### src/rtl/mult_div_unit.sv
// Iterative multiply/divide unit with architectural HI/LO registers.
// One shift-add (multiply) or restoring shift-subtract (divide) step per cycle.
// Signed operations run on magnitudes and are sign-corrected in a final FIX cycle.
module mult_div_unit #(
  parameter int DATA_WIDTH = 32
) (
  input  logic                  Clock,
  input  logic                  Reset,
  input  logic                  Start,
  input  logic [1:0]            Op,
  input  logic [DATA_WIDTH-1:0] Operand_A,
  input  logic [DATA_WIDTH-1:0] Operand_B,
  input  logic                  Write_HI,
  input  logic                  Write_LO,
  input  logic [DATA_WIDTH-1:0] Move_Data,
  output logic                  Busy,
  output logic                  Done,
  output logic                  Div_By_Zero,
  output logic [DATA_WIDTH-1:0] HI,
  output logic [DATA_WIDTH-1:0] LO
);

  localparam int CNT_W = $clog2(DATA_WIDTH);

  typedef enum logic [1:0] {
    IDLE = 2'd0,
    RUN  = 2'd1,
    FIX  = 2'd2
  } state_t;

  state_t                  state_q;
  state_t                  state_d;
  logic [CNT_W-1:0]        cnt_q;
  logic [1:0]              op_q;
  logic                    sign_a_q;
  logic                    sign_b_q;
  logic [DATA_WIDTH-1:0]   opa_q;
  logic [DATA_WIDTH-1:0]   opb_q;
  logic [DATA_WIDTH:0]     acc_q;
  logic [DATA_WIDTH-1:0]   q_q;
  logic [DATA_WIDTH-1:0]   hi_q;
  logic [DATA_WIDTH-1:0]   lo_q;
  logic                    done_q;
  logic                    dbz_q;

  logic signed [DATA_WIDTH-1:0] a_s;
  logic signed [DATA_WIDTH-1:0] b_s;
  logic                    op_signed;
  logic                    a_neg;
  logic                    b_neg;
  logic [DATA_WIDTH-1:0]   mag_a;
  logic [DATA_WIDTH-1:0]   mag_b;
  logic [DATA_WIDTH:0]     mul_sum;
  logic [DATA_WIDTH:0]     div_shift;
  logic [DATA_WIDTH+1:0]   div_trial;
  logic [2*DATA_WIDTH-1:0] prod;
  logic [DATA_WIDTH-1:0]   fix_hi;
  logic [DATA_WIDTH-1:0]   fix_lo;

  // Two's-complement negate when requested.
  function automatic logic [DATA_WIDTH-1:0] neg_if(input logic [DATA_WIDTH-1:0] x,
                                                   input logic neg);
    neg_if = neg ? (~x + DATA_WIDTH'(1)) : x;
  endfunction

  // Double-width negate for the full product.
  function automatic logic [2*DATA_WIDTH-1:0] neg_wide_if(input logic [2*DATA_WIDTH-1:0] x,
                                                          input logic neg);
    neg_wide_if = neg ? (~x + (2*DATA_WIDTH)'(1)) : x;
  endfunction

  // MULT (00) and DIV (10) are the signed ops; magnitude of -2^(W-1) stays 2^(W-1) unsigned.
  assign op_signed = ~Op[0];
  assign a_s       = Operand_A;
  assign b_s       = Operand_B;
  assign a_neg     = op_signed && (a_s < 0);
  assign b_neg     = op_signed && (b_s < 0);
  assign mag_a     = neg_if(Operand_A, a_neg);
  assign mag_b     = neg_if(Operand_B, b_neg);

  // Multiply step: add multiplicand into the upper half when the multiplier LSB is set.
  assign mul_sum   = {1'b0, acc_q[DATA_WIDTH-1:0]} + (q_q[0] ? {1'b0, opa_q} : '0);
  // Divide step: shift the next dividend bit into the remainder and trial-subtract.
  assign div_shift = {acc_q[DATA_WIDTH-1:0], q_q[DATA_WIDTH-1]};
  assign div_trial = {1'b0, div_shift} - {2'b00, opb_q};

  // Sign correction and divide-by-zero override for the FIX-cycle write.
  always_comb begin
    prod   = neg_wide_if({acc_q[DATA_WIDTH-1:0], q_q}, sign_a_q ^ sign_b_q);
    fix_hi = prod[2*DATA_WIDTH-1:DATA_WIDTH];
    fix_lo = prod[DATA_WIDTH-1:0];
    if (op_q[1]) begin
      if (opb_q == '0) begin
        fix_hi = neg_if(opa_q, sign_a_q);
        fix_lo = '1;
      end else begin
        fix_hi = neg_if(acc_q[DATA_WIDTH-1:0], sign_a_q);
        fix_lo = neg_if(q_q, sign_a_q ^ sign_b_q);
      end
    end
  end

  // Next-state logic: IDLE -> RUN (DATA_WIDTH steps) -> FIX -> IDLE.
  always_comb begin
    state_d = state_q;
    case (state_q)
      IDLE:    if (Start) state_d = RUN;
      RUN:     if (cnt_q == '0) state_d = FIX;
      FIX:     state_d = IDLE;
      default: state_d = IDLE;
    endcase
  end

  // Control state: FSM register, step counter, latched op and operand signs.
  always_ff @(posedge Clock) begin
    if (Reset) begin
      state_q  <= IDLE;
      cnt_q    <= '0;
      op_q     <= '0;
      sign_a_q <= 1'b0;
      sign_b_q <= 1'b0;
    end else begin
      state_q <= state_d;
      if (state_q == IDLE && Start) begin
        op_q     <= Op;
        sign_a_q <= a_neg;
        sign_b_q <= b_neg;
        cnt_q    <= CNT_W'(DATA_WIDTH - 1);
      end else if (state_q == RUN) begin
        cnt_q <= cnt_q - CNT_W'(1);
      end
    end
  end

  // Iteration datapath: operand magnitudes, accumulator/remainder and multiplier/quotient.
  always_ff @(posedge Clock) begin
    if (state_q == IDLE && Start) begin
      opa_q <= mag_a;
      opb_q <= mag_b;
      acc_q <= '0;
      q_q   <= Op[1] ? mag_a : mag_b;
    end else if (state_q == RUN) begin
      if (op_q[1]) begin
        if (!div_trial[DATA_WIDTH+1]) begin
          acc_q <= div_trial[DATA_WIDTH:0];
          q_q   <= {q_q[DATA_WIDTH-2:0], 1'b1};
        end else begin
          acc_q <= div_shift;
          q_q   <= {q_q[DATA_WIDTH-2:0], 1'b0};
        end
      end else begin
        acc_q <= {1'b0, mul_sum[DATA_WIDTH:1]};
        q_q   <= {mul_sum[0], q_q[DATA_WIDTH-1:1]};
      end
    end
  end

  // Architectural HI/LO plus the Done / Div_By_Zero pulses; MTHI/MTLO only in IDLE without Start.
  always_ff @(posedge Clock) begin
    if (Reset) begin
      hi_q   <= '0;
      lo_q   <= '0;
      done_q <= 1'b0;
      dbz_q  <= 1'b0;
    end else begin
      done_q <= (state_q == FIX);
      dbz_q  <= (state_q == FIX) && op_q[1] && (opb_q == '0);
      if (state_q == FIX) begin
        hi_q <= fix_hi;
        lo_q <= fix_lo;
      end else if (state_q == IDLE && !Start) begin
        if (Write_HI) hi_q <= Move_Data;
        if (Write_LO) lo_q <= Move_Data;
      end
    end
  end

  assign Busy        = (state_q != IDLE);
  assign Done        = done_q;
  assign Div_By_Zero = dbz_q;
  assign HI          = hi_q;
  assign LO          = lo_q;

endmodule

### config.mk
export PLATFORM = sky130hd
export DESIGN_NAME = mult_div_unit
export DESIGN_NICKNAME = d
export VERILOG_FILES = /design/src/rtl/mult_div_unit.sv
export SDC_FILE = /design/constraint.sdc
export NUM_CORES = 1
export LEC_CHECK = 0
export CELL_PAD_IN_SITES_DETAIL_PLACEMENT = 1
export CELL_PAD_IN_SITES_GLOBAL_PLACEMENT = 1
export CORE_AREA = 8 8 205 207
export CTS_BUF_LIST = sky130_fd_sc_hd__clkbuf_16
export CTS_CLUSTER_SIZE = 40
export DETAILED_ROUTE_END_ITERATION = 10
export DIE_AREA = 0 0 213 215
export PLACE_DENSITY = 0.89
export SLEW_MARGIN = 20
export SYNTH_ARGS = -nofsm -noshare
export SYNTH_HDL_FRONTEND = slang
export SYNTH_SLANG_ARGS = --single-unit
### constraint.sdc
create_clock -name Clock -period 4.56 [get_ports Clock]
set_clock_uncertainty 0.1 [all_clocks]
set_input_delay 0.912 -clock Clock [delete_from_list [all_inputs] [get_ports Clock]]
set_output_delay 0.912 -clock Clock [all_outputs]
set_load 0.01 [all_outputs]
==> summary.md, run 1 <==
| Metric | Value |
|---|---|
| Vias in the first global route | `18800` |
| Area leader, netlist | `edfxtp_1` |
| Global Route Usage Sum | `between 30 and 40%` |
| Final nets | `around 2400` |
| TritonCTS clock tree | `yes` |
| Post-synthesis cell type count | `between 80 and 90` |
| CP max FO | `10` |
| Share of layout cells above drive strength 1 | `about 6.6%` |
| Period utilization | `87.9%` |
| Ports | `170` |
| Synth warn | `0` |
| Clk Latency, worst-skew pair | `roughly 0.57 ns` |
| Post-CTS setup buffer count | `0` |
| Area share of and/or/nand/nor cells after synthesis | `21.1%` |
| RSZ-0062 raised after global routing | `no` |
| Wirelength, routed | `73.5 mm` |
| Yosys top cell area share | `about 17%` |
| Starting density of the core | `a little over two fifths` |
| Post-synth EDFFs | `96` |
| Clock Root Buffer | `clkbuf_16` |
| Layout area overhead | `18.6%` |
| Synth async-reset ratio | `0%` |
| First-pass detailed-route iteration total | `5` |
| Leakage power | `7.63 nW` |
| Setup TNS | `0 ns` |
| Syn Nets | `roughly 2300` |
| Type of the worst setup path | `flop to flop` |
| First-pass GRT wire length | `roughly 110 mm` |
| Clk sink count | `between 200 and 250` |
| Routability cong. | `roughly 0.97` |
| Worst EP required | `just under 5 ns` |
| Slew HR | `~33%` |
| Crit-path max cell delay | `0.65 ns` |
| Drt first-iter violations | `between 1500 and 2000` |
| CP startpoint kind | `flop` |
| Critical-path top delay cell | `nor4b_1` |
| Max_cap viols | `0` |
| Worst-Margin Slew | `~1.0 ns` |
| Post-Place Cells | `approximately 2700` |
| Most frequent cells after synthesis | `nand2_1 (199), a21oi_1 (198), nor2_1 (180)` |
| Antenna violations before repair | `1` |
| Htree depth | `1` |
| Core area | `between 0.03 and 0.04 mm^2` |
| Die area | `0.0458 mm^2` |
| Mux share of post-synthesis cell area | `approximately 4%` |
| Crit-path cells | `inv_1 -> ha_1 -> or3b_2 -> or2_2 -> nor3_1 -> nor4b_1 -> a21oi_1 -> a221oi_1 -> o21ai_0 -> o2111ai_1 -> a21oi_1` |
| Slew Limit Fails | `0` |
| Top post-synthesis cells by area | `edfxtp_1 (17%), dfxtp_1 (13%), a21oi_1 (5.9%), ha_1 (5.3%), xnor2_1 (4.8%)` |
| Peak VDD IR | `approximately 270 uV` |
| Via/cell ratio | `roughly 6.5` |
| Non-filler cells, final | `between 2000 and 3000` |
| Width of the chip | `around 210 um` |
| Hold WC Path Type | `flop to flop` |
| Hold Violations, Final | `0` |
| Max Freq | `roughly 0.25 GHz` |
| Pin count of the biggest net entering global routing | `69` |
| Row count | `73` |
| Post-CTS sizing | `0` |
| Setup violators final | `0` |
| Register area share after synthesis | `29.9%` |
| # DRC | `0` |
| WP buf/inv | `1` |
| Final ANT Viol Nets | `0` |
| Synth Area per Inst | `between 7 and 8 um^2` |
| Clk slew on worst S/H paths | `approximately 0.060 ns` |
| XOR/XNOR share of the synthesized area | `a little under a tenth` |
| Crit path time final | `between 4 and 5 ns` |
| Most common cell in the netlist | `nand2_1` |
| Critical Path Sink Type | `flop` |
| Yosys reg bits | `204` |
| Gate Count Post-Synth | `2127` |
| Dominant synthesized flop cell | `dfxtp_1` |
| Power Dens Cells | `about 430 mW/mm^2` |
| Largest family of logic cells by synthesized area | `compound AO/OA/AOI/OAI gates` |
| CP delay by family, top | `simple AND/OR/NAND/NOR gates` |
| Synth Area in Adders | `around 5.5%` |
| Synth Cell Area | `~0.017 mm^2` |
| Gr ovfl total | `0` |
| Critical Path AT | `around 4.3 ns` |
| Cts bufs inserted | `25` |
| CP dominant cell by count | `a21oi_1` |
| CTS Buffer Depth | `3` |
| Via count | `18100` |
| HPWL Detailed | `between 50 and 60 mm` |
| Wire per inst | `approximately 26 um` |
| Hold buffer count at cts | `0` |
| # port buffers | `~170` |
| Post-synthesis compound-gate area fraction | `around 25%` |
| Die height | `~220 um` |
| Outcome | `finished, final reports clean` |
[per-layer routing]
layer  track usage (%)  vias up  wire length, um
li1                  -     8083                -
met1              37.8     8930            29100
met2              51.2      894            34400
met3              5.14      218             5510
met4              17.2        0             4510
met5                 0        -                0
[placed cells by master (no fill, tap or decap), types with 41 or more instances in the layout]
cell type | Yosys | layout
o21ai_0 | 129 | 129
mux2i_1 | 57 | 57
xnor2_1 | 93 | 92
nand2_1 | 199 | 199
edfxtp_1 | 96 | 96
nand3_1 | 43 | 43
nor2_1 | 180 | 176
nor3_1 | 71 | 71
a311oi_1 | 41 | 41
inv_1 | 80 | 81
clkdlybuf4s50_1 | 0 | 168
dfxtp_1 | 108 | 107
buf_4 | 0 | 57
a21oi_1 | 198 | 198
a31oi_1 | 41 | 41
xor2_1 | 87 | 86
ha_1 | 71 | 71
[worst paths after layout]
path                            slack, ns                  start                   to  cells past startpoint
worst max register to register       0.55  acc_q[1]$_SDFFE_PP0P_  HI[22]$_SDFFE_PP0P_                     11
worst min register to register       0.37    HI[22]$_SDFFE_PP0P_  HI[22]$_SDFFE_PP0P_                      2
worst max-delay path                 0.55  acc_q[1]$_SDFFE_PP0P_  HI[22]$_SDFFE_PP0P_                     11
worst min-delay path                 0.37    HI[22]$_SDFFE_PP0P_  HI[22]$_SDFFE_PP0P_                      2
[tightest hold or removal path, cell delays in order, from the launching register on]
cell	delay, ns
dfxtp_1	0.31
nand2_1	0.05
a21oi_1	0.05
[per-stage QoR]
step                      power [mW]  hold slack (ns)  worst slack, ns  cell area [um^2]  utilization (%)
after detailed placement        6.34            0.353            0.464             19200             49.2
after floorplan                 4.99            0.373            0.368             16900                -
final                           8.56            0.366            0.551             20000             51.4
after CTS                       8.48            0.363            0.659             20000             51.4
after global routing            8.93            0.396            0.392             20000             51.4
after global placement          6.17            0.344            0.589             19200             49.2
[cell type report]
cell class	instances	area, um^2
Fill cell	4679	19000
Sequential cell	204	5050
Multi-Input combinational cell	1695	11000
Clock inverter	21	221
Timing Repair Buffer	228	2150
Antenna cell	1	2.50
Tap cell	525	657
Clock buffer	25	626
Inverter	80	302
[cells by family after synthesis]
logic type,after synthesis
buffers and inverters,228
and+or+nand+nor,725
DFF,204
xor gates and xnor gates,180
AOI/OAI and AO/OA,654
adders and majority gates,73
muxes,63
[power breakdown]
group	switching [mW]	total [mW]	internal, mW
clock	0.894	2.13	1.23
combinational	2.27	3.76	1.49
sequential	0.454	2.67	2.22
[state kept, by name (all words and copies together), names as in the netlist]
name / flops
Div_By_Zero: 1
Done: 1
HI: 32
LO: 32
acc_q: 32
cnt_q: 5
op_q: 1
opa_q: 32
opb_q: 32
q_q: 32
sign_a_q: 1
sign_b_q: 1
state_q: 2
No activity file was read; power rests on OpenSTA's default activity.
==> inputs of run 2 (changes only) <==
--- a/config.mk
+++ b/config.mk
@@ -7,12 +7,13 @@
 export LEC_CHECK = 0
 export CELL_PAD_IN_SITES_DETAIL_PLACEMENT = 1
 export CELL_PAD_IN_SITES_GLOBAL_PLACEMENT = 1
-export CORE_AREA = 8 8 205 207
+export CORE_AREA = 8 8 215 217
 export CTS_BUF_LIST = sky130_fd_sc_hd__clkbuf_16
 export CTS_CLUSTER_SIZE = 40
 export DETAILED_ROUTE_END_ITERATION = 10
-export DIE_AREA = 0 0 213 215
-export PLACE_DENSITY = 0.89
+export DIE_AREA = 0 0 223 225
+export PLACE_DENSITY_LB_ADDON = 0.1
+export SETUP_SLACK_MARGIN = 0.02
 export SLEW_MARGIN = 20
 export SYNTH_ARGS = -nofsm -noshare
 export SYNTH_HDL_FRONTEND = slang
==> run 2 against run 1 <==
Compared with the run above: die area rose by 9.6%; count of clock-buffer cells in the layout is 2 higher; power grew 0.70%; critical path depth is 1 higher; register-to-register slack better by 0.06 ns; combinational power about the same; global-route usage fell by 2.4 points; cell count up 1.2%; clock power grew 2%; largest cell class unchanged.
==> summary.md, run 2 (synthesized netlist as in run 1, its figures left out) <==
| Metric | Value |
|---|---|
| Cts bufs inserted | `27` |
| Critical Path AT | `between 4 and 5 ns` |
| CTS Buffer Depth | `3` |
| HPWL Detailed | `59.1 mm` |
| Post-Place Cells | `approximately 2800` |
| Final ANT Viol Nets | `0` |
| Slew HR | `roughly 40%` |
| Vias in the first global route | `around 18000` |
| First-pass GRT wire length | `approximately 110 mm` |
| Die height | `roughly 230 um` |
| Clk sink count | `between 200 and 250` |
| Commonest non-fill, non-tap cells in the layout | `nand2_1 (199), a21oi_1 (198), nor2_1 (177)` |
| Type of the worst setup path | `flop to flop` |
| # port buffers | `between 150 and 200` |
| Gr ovfl total | `0` |
| Clock Root Buffer | `clkbuf_16` |
| Htree depth | `1` |
| Drt first-iter violations | `1402` |
| Leakage power | `~7.7 nW` |
| Dpl ws | `around 0.52 ns` |
| Worst-Margin Slew | `between 0.9 and 1 ns` |
| Routability cong. | `0.956` |
| Worst EP required | `between 4 and 5 ns` |
| Share of layout cells above drive strength 1 | `around 7.0%` |
| Post-route setup slack | `a little over 0.6 ns` |
| FF-to-FF path depth | `12` |
| Hold Violations, Final | `0` |
| Final Instance Area | `between 0.02 and 0.025 mm^2` |
| Wirelength, routed | `between 70 and 80 mm` |
| Die area | `between 0.05 and 0.06 mm^2` |
| CP max FO | `33` |
| Row count | `76` |
| Max Freq | `about 0.25 GHz` |
| Max_cap viols | `0` |
| Setup violators final | `0` |
| Non-filler cells, final | `~2800` |
| DR WL met2 | `between 30 and 40 mm` |
| Hold buffer count at cts | `0` |
| Pin count of the biggest net entering global routing | `58` |
| Final nets | `roughly 2400` |
| Crit path time final | `about 4 ns` |
| DR top layer | `met4` |
| Slew Limit Fails | `0` |
| Antenna violations before repair | `4` |
| Via/cell ratio | `roughly 6.3` |
| Clk slew on worst S/H paths | `~0.060 ns` |
| Post-CTS setup buffer count | `0` |
| Ports | `170` |
| TritonCTS clock tree | `yes` |
| Starting density of the core | `between 30% and 40%` |
| Wl on met1 | `32.3 mm` |
| Post-CTS sizing | `0` |
| Critical Path Sink Type | `flop` |
| Layout area overhead | `19.5%` |
| WHS Path Cells | `2` |
| # DRC | `0` |
| CP startpoint kind | `flop` |
| Commonest non-fill, non-tap cell in the layout | `nand2_1` |
| Clk Latency, worst-skew pair | `0.58 ns` |
| First-pass detailed-route iteration total | `7` |
| Routed length on met3 | `~4.5 mm` |
| Core area | `approximately 0.043 mm^2` |
| Hold WC Path Type | `flop to flop` |
| RSZ-0062 raised after global routing | `no` |
| Layout fillers | `between 5000 and 6000` |
| Global Route Usage Sum | `28.6%` |
| Width of the chip | `223 um` |
| Peak VDD IR | `a little over 400 uV` |
| Setup TNS | `0 ns` |
| Period utilization | `a little under 90%` |
| Placed Area | `around 0.019 mm^2` |
| Wire per inst | `approximately 27 um` |
| Via count | `between 15000 and 20000` |
| Power Dens Cells | `around 430 mW/mm^2` |
| Outcome | `finished, final reports clean` |
==> run 2: final timing paths <==
kind              slack [ns]           startpoint                      to
setup / recovery        0.61     q_q[0]$_DFFE_PP_  acc_q[29]$_SDFFE_PP0P_
hold / removal          0.36  HI[10]$_SDFFE_PP0P_     HI[10]$_SDFFE_PP0P_
setup reg to reg        0.61     q_q[0]$_DFFE_PP_  acc_q[29]$_SDFFE_PP0P_
hold reg to reg         0.36  HI[10]$_SDFFE_PP0P_     HI[10]$_SDFFE_PP0P_
==> run 2: layout make-up <==
class	instances	area, um^2	area share, %
multi-input combinational	1695	11000	54.6
sequential	204	5050	25.0
timing repair buffer	236	2210	11.0
tap	546	683	3.38
clock buffer	27	676	3.35
inverter	80	302	1.49
clock inverter	23	234	1.16
antenna	1	2.50	0.0124
==> run 2: worst max-delay path: stages, from the launching register on <==
cell	delay (ns)
edfxtp_1	0.40
buf_4	0.27
and2_1	0.19
ha_1	0.32
and4_1	0.28
and3_1	0.20
a221oi_1	0.55
a21oi_1	0.20
a311o_1	0.46
a31oi_1	0.32
o21bai_1	0.13
mux2i_1	0.13
a221o_1	0.25
==> run 2: metrics by stage <==
stage	hold WS, ns	util (%)	power (mW)
final	0.364	47.3	8.62
after global routing	0.397	47.3	9.04
after CTS	0.370	47.3	8.59
after detailed placement	0.351	45.1	6.39
after global placement	0.345	45.1	6.30
after floorplan	0.373	-	4.99
==> run 2: power breakdown <==
| part | internal, mW | switching (mW) | leakage [nW] |
|---|---|---|---|
| combinational | 1.50 | 2.28 | 5.43 |
| sequential | 2.22 | 0.440 | 1.82 |
| clock | 1.27 | 0.914 | 0.447 |
| total | 4.99 | 3.63 | 7.70 |
==> run 2: metal layers <==
| metal | vias to the layer above | track usage [%] |
|---|---|---|
| met1 | 8688 | 37.0 |
| met2 | 638 | 47.4 |
| li1 | 8099 | - |
| met3 | 152 | 3.79 |
| met5 | - | 0 |
| met4 | 0 | 12.6 |
==> inputs of run 3 (changes only) <==
--- a/config.mk
+++ b/config.mk
@@ -12,6 +12,7 @@
 export CTS_CLUSTER_SIZE = 40
 export DETAILED_ROUTE_END_ITERATION = 10
 export DIE_AREA = 0 0 223 225
+export GPL_ROUTABILITY_DRIVEN = 0
 export PLACE_DENSITY_LB_ADDON = 0.1
 export SETUP_SLACK_MARGIN = 0.02
 export SLEW_MARGIN = 20
==> constraint.sdc (replaced) <==
create_clock -name Clock -period 4.8 [get_ports Clock]
set_clock_uncertainty 0.1 [all_clocks]
set_input_delay 0.96 -clock Clock [delete_from_list [all_inputs] [get_ports Clock]]
set_output_delay 0.96 -clock Clock [all_outputs]
set_load 0.01 [all_outputs]
==> run 3 against run 2 <==
Compared with the run above: sequential share of layout area is 0.30 points higher; routed wire length is 2.0% lower; cell count is 0.64% lower; combinational power is 7.1% lower; critical endpoint is now LO[31]$_SDFFE_PP0P_.
==> summary.md, run 3 (synthesized netlist as in run 1, its figures left out) <==
| Metric | Value |
|---|---|
| Outcome | `finished, final reports clean` |
| Row count | `76` |
| CP max FO | `5` |
| WHS Endpoint | `HI[22]$_SDFFE_PP0P_` |
| Hold WS | `0.363 ns` |
| TritonCTS clock tree | `yes` |
| Slew Limit Fails | `0` |
| Htree depth | `1` |
| Critical Path Sink Type | `flop` |
| # port buffers | `roughly 170` |
| Clk Latency, worst-skew pair | `approximately 0.55 ns` |
| Clk sink count | `204` |
| Worst-Margin Slew | `~1.0 ns` |
| RR Startpoint | `q_q[10]$_DFFE_PP_` |
| Setup TNS | `0 ns` |
| Critical Path AT | `~4.4 ns` |
| Setup violators final | `0` |
| Commonest non-fill, non-tap cell in the layout | `nand2_1` |
| Clock Power Share | `around 23%` |
| Final nets | `between 2000 and 2500` |
| Crit path time final | `approximately 4 ns` |
| CP startpoint kind | `flop` |
| Global Route Usage Sum | `~28%` |
| First-pass GRT wire length | `110 mm` |
| Via/cell ratio | `~6.3` |
| Post-CTS setup buffer count | `0` |
| Hold buffer count at cts | `0` |
| Wire per inst | `about 26 um` |
| Total chip power | `slightly below 8 mW` |
| HPWL Detailed | `57.9 mm` |
| Leakage power | `between 7 and 8 nW` |
| Cts bufs inserted | `25` |
| Die area | `0.0502 mm^2` |
| Type of the worst setup path | `flop to flop` |
| # DRC | `0` |
| Starting density of the core | `roughly two fifths` |
| Peak VDD IR | `350 uV` |
| Commonest non-fill, non-tap cells in the layout | `nand2_1 (199), a21oi_1 (198), nor2_1 (177)` |
| Clk slew on worst S/H paths | `approximately 0.06 ns` |
| Period utilization | `83.9%` |
| Pin count of the biggest net entering global routing | `73` |
| Worst reg2reg setup slack | `around 0.77 ns` |
| Switching Share | `a little over two fifths` |
| Hold WC Path Type | `flop to flop` |
| Drt first-iter violations | `roughly 1600` |
| RSZ-0062 raised after global routing | `no` |
| Share of layout cells above drive strength 1 | `6.18%` |
| Worst EP required | `5.16 ns` |
| Power Dens Cells | `just under 400 mW/mm^2` |
| Vias in the first global route | `17900` |
| Hold Violations, Final | `0` |
| Ports | `between 150 and 200` |
| Switching Power | `~3.4 mW` |
| Die height | `225 um` |
| Gr ovfl total | `0` |
| FF-to-FF path depth | `8` |
| Max Freq | `approximately 0.25 GHz` |
| Core area | `between 0.04 and 0.05 mm^2` |
| Max_cap viols | `0` |
| Antenna violations before repair | `0` |
| HP Start | `HI[22]$_SDFFE_PP0P_` |
| Final ANT Viol Nets | `0` |
| Slew HR | `a little over 30%` |
| WHS Path Cells | `2` |
| Wirelength, routed | `73.4 mm` |
| Antenna diodes | `0` |
| Clock Root Buffer | `clkbuf_16` |
| Via count | `17500` |
| CTS Buffer Depth | `3` |
| Layout area overhead | `18.1%` |
| Reg-to-reg endpoint | `LO[31]$_SDFFE_PP0P_` |
| Combinational share of power | `between 40 and 50%` |
| Sequential share of power | `about a third` |
| Post-CTS sizing | `0` |
| Width of the chip | `223 um` |
| Int Pwr | `around 4.5 mW` |
| First-pass detailed-route iteration total | `5` |
==> run 3: cell count changes in the layout (fill, tap and decap cells not counted) <==
| cell | before | now |
|---|---|---|
| clkinv_8 | 1 | 0 |
| inv_16 | 1 | 0 |
| inv_2 | 0 | 2 |
| clkinvlp_4 | 3 | 1 |
| clkinv_4 | 4 | 0 |
| clkinv_2 | 4 | 5 |
| inv_1 | 82 | 84 |
| bufinv_16 | 3 | 1 |
| buf_4 | 65 | 53 |
| diode_2 | 1 | 0 |
| clkinv_1 | 4 | 5 |
| clkbuf_16 | 27 | 26 |
==> run 3: routing by layer <==
| layer | up-vias | global-route usage, % | routed length [um] |
|---|---|---|---|
| li1 | 8047 | - | - |
| met1 | 8779 | 36.0 | 31600 |
| met2 | 569 | 48.0 | 34900 |
| met3 | 135 | 2.98 | 3910 |
| met4 | 0 | 11.3 | 3050 |
| met5 | - | 0 | 0 |
==> run 3: metrics by stage <==
stage	std cells	cell area (um^2)	worst slack (ns)	util, %
5_1_grt	2794	19900	0.465	46.7
4_1_cts	2794	19900	0.870	46.7
2_1_floorplan	2127	16900	0.560	-
3_5_place_dp	2749	19200	0.770	44.9
6_report	2794	19900	0.774	46.7
3_3_place_gp	2749	19200	0.848	44.9
==> run 3: worst max path at each step <==
stage	startpoint	endpoint	slack [ns]	cells past startpoint
2_1_floorplan	Start	q_q[14]$_DFFE_PP_	0.56	6
3_5_place_dp	Operand_B[4]	q_q[29]$_DFFE_PP_	0.77	11
4_1_cts	q_q[10]$_DFFE_PP_	LO[31]$_SDFFE_PP0P_	0.87	8
5_1_grt	q_q[10]$_DFFE_PP_	LO[31]$_SDFFE_PP0P_	0.46	8
3_3_place_gp	Operand_A[4]	q_q[30]$_DFFE_PP_	0.85	9
6_report	q_q[10]$_DFFE_PP_	LO[31]$_SDFFE_PP0P_	0.77	8
==> run 3: area by class of cell <==
class	count	area [um^2]
fill	5095	22800
timing repair buffer	224	2120
inverter	80	302
sequential	204	5050
clock buffer	26	651
tap	546	683
clock inverter	19	111
multi-input combinational	1695	11000
==> run 3: worst max-delay path, stage by stage, from the launching register on <==
cell and delay (ns):
edfxtp_1 0.47, or4_1 0.55, nor3_1 0.36, nand2_1 0.20
nor4_1 0.70, a21oi_1 0.34, xnor2_1 0.76, nand2_1 0.16
a311oi_1 0.28
==> run 3: power groups by stage <==
stage	clock network [mW]	logic (mW)	registers, mW
2_1_floorplan	0	2.41	2.34
3_3_place_gp	0	3.37	2.58
3_5_place_dp	0	3.44	2.58
4_1_cts	1.85	3.47	2.55
5_1_grt	1.91	3.81	2.58
6_report	1.83	3.51	2.56
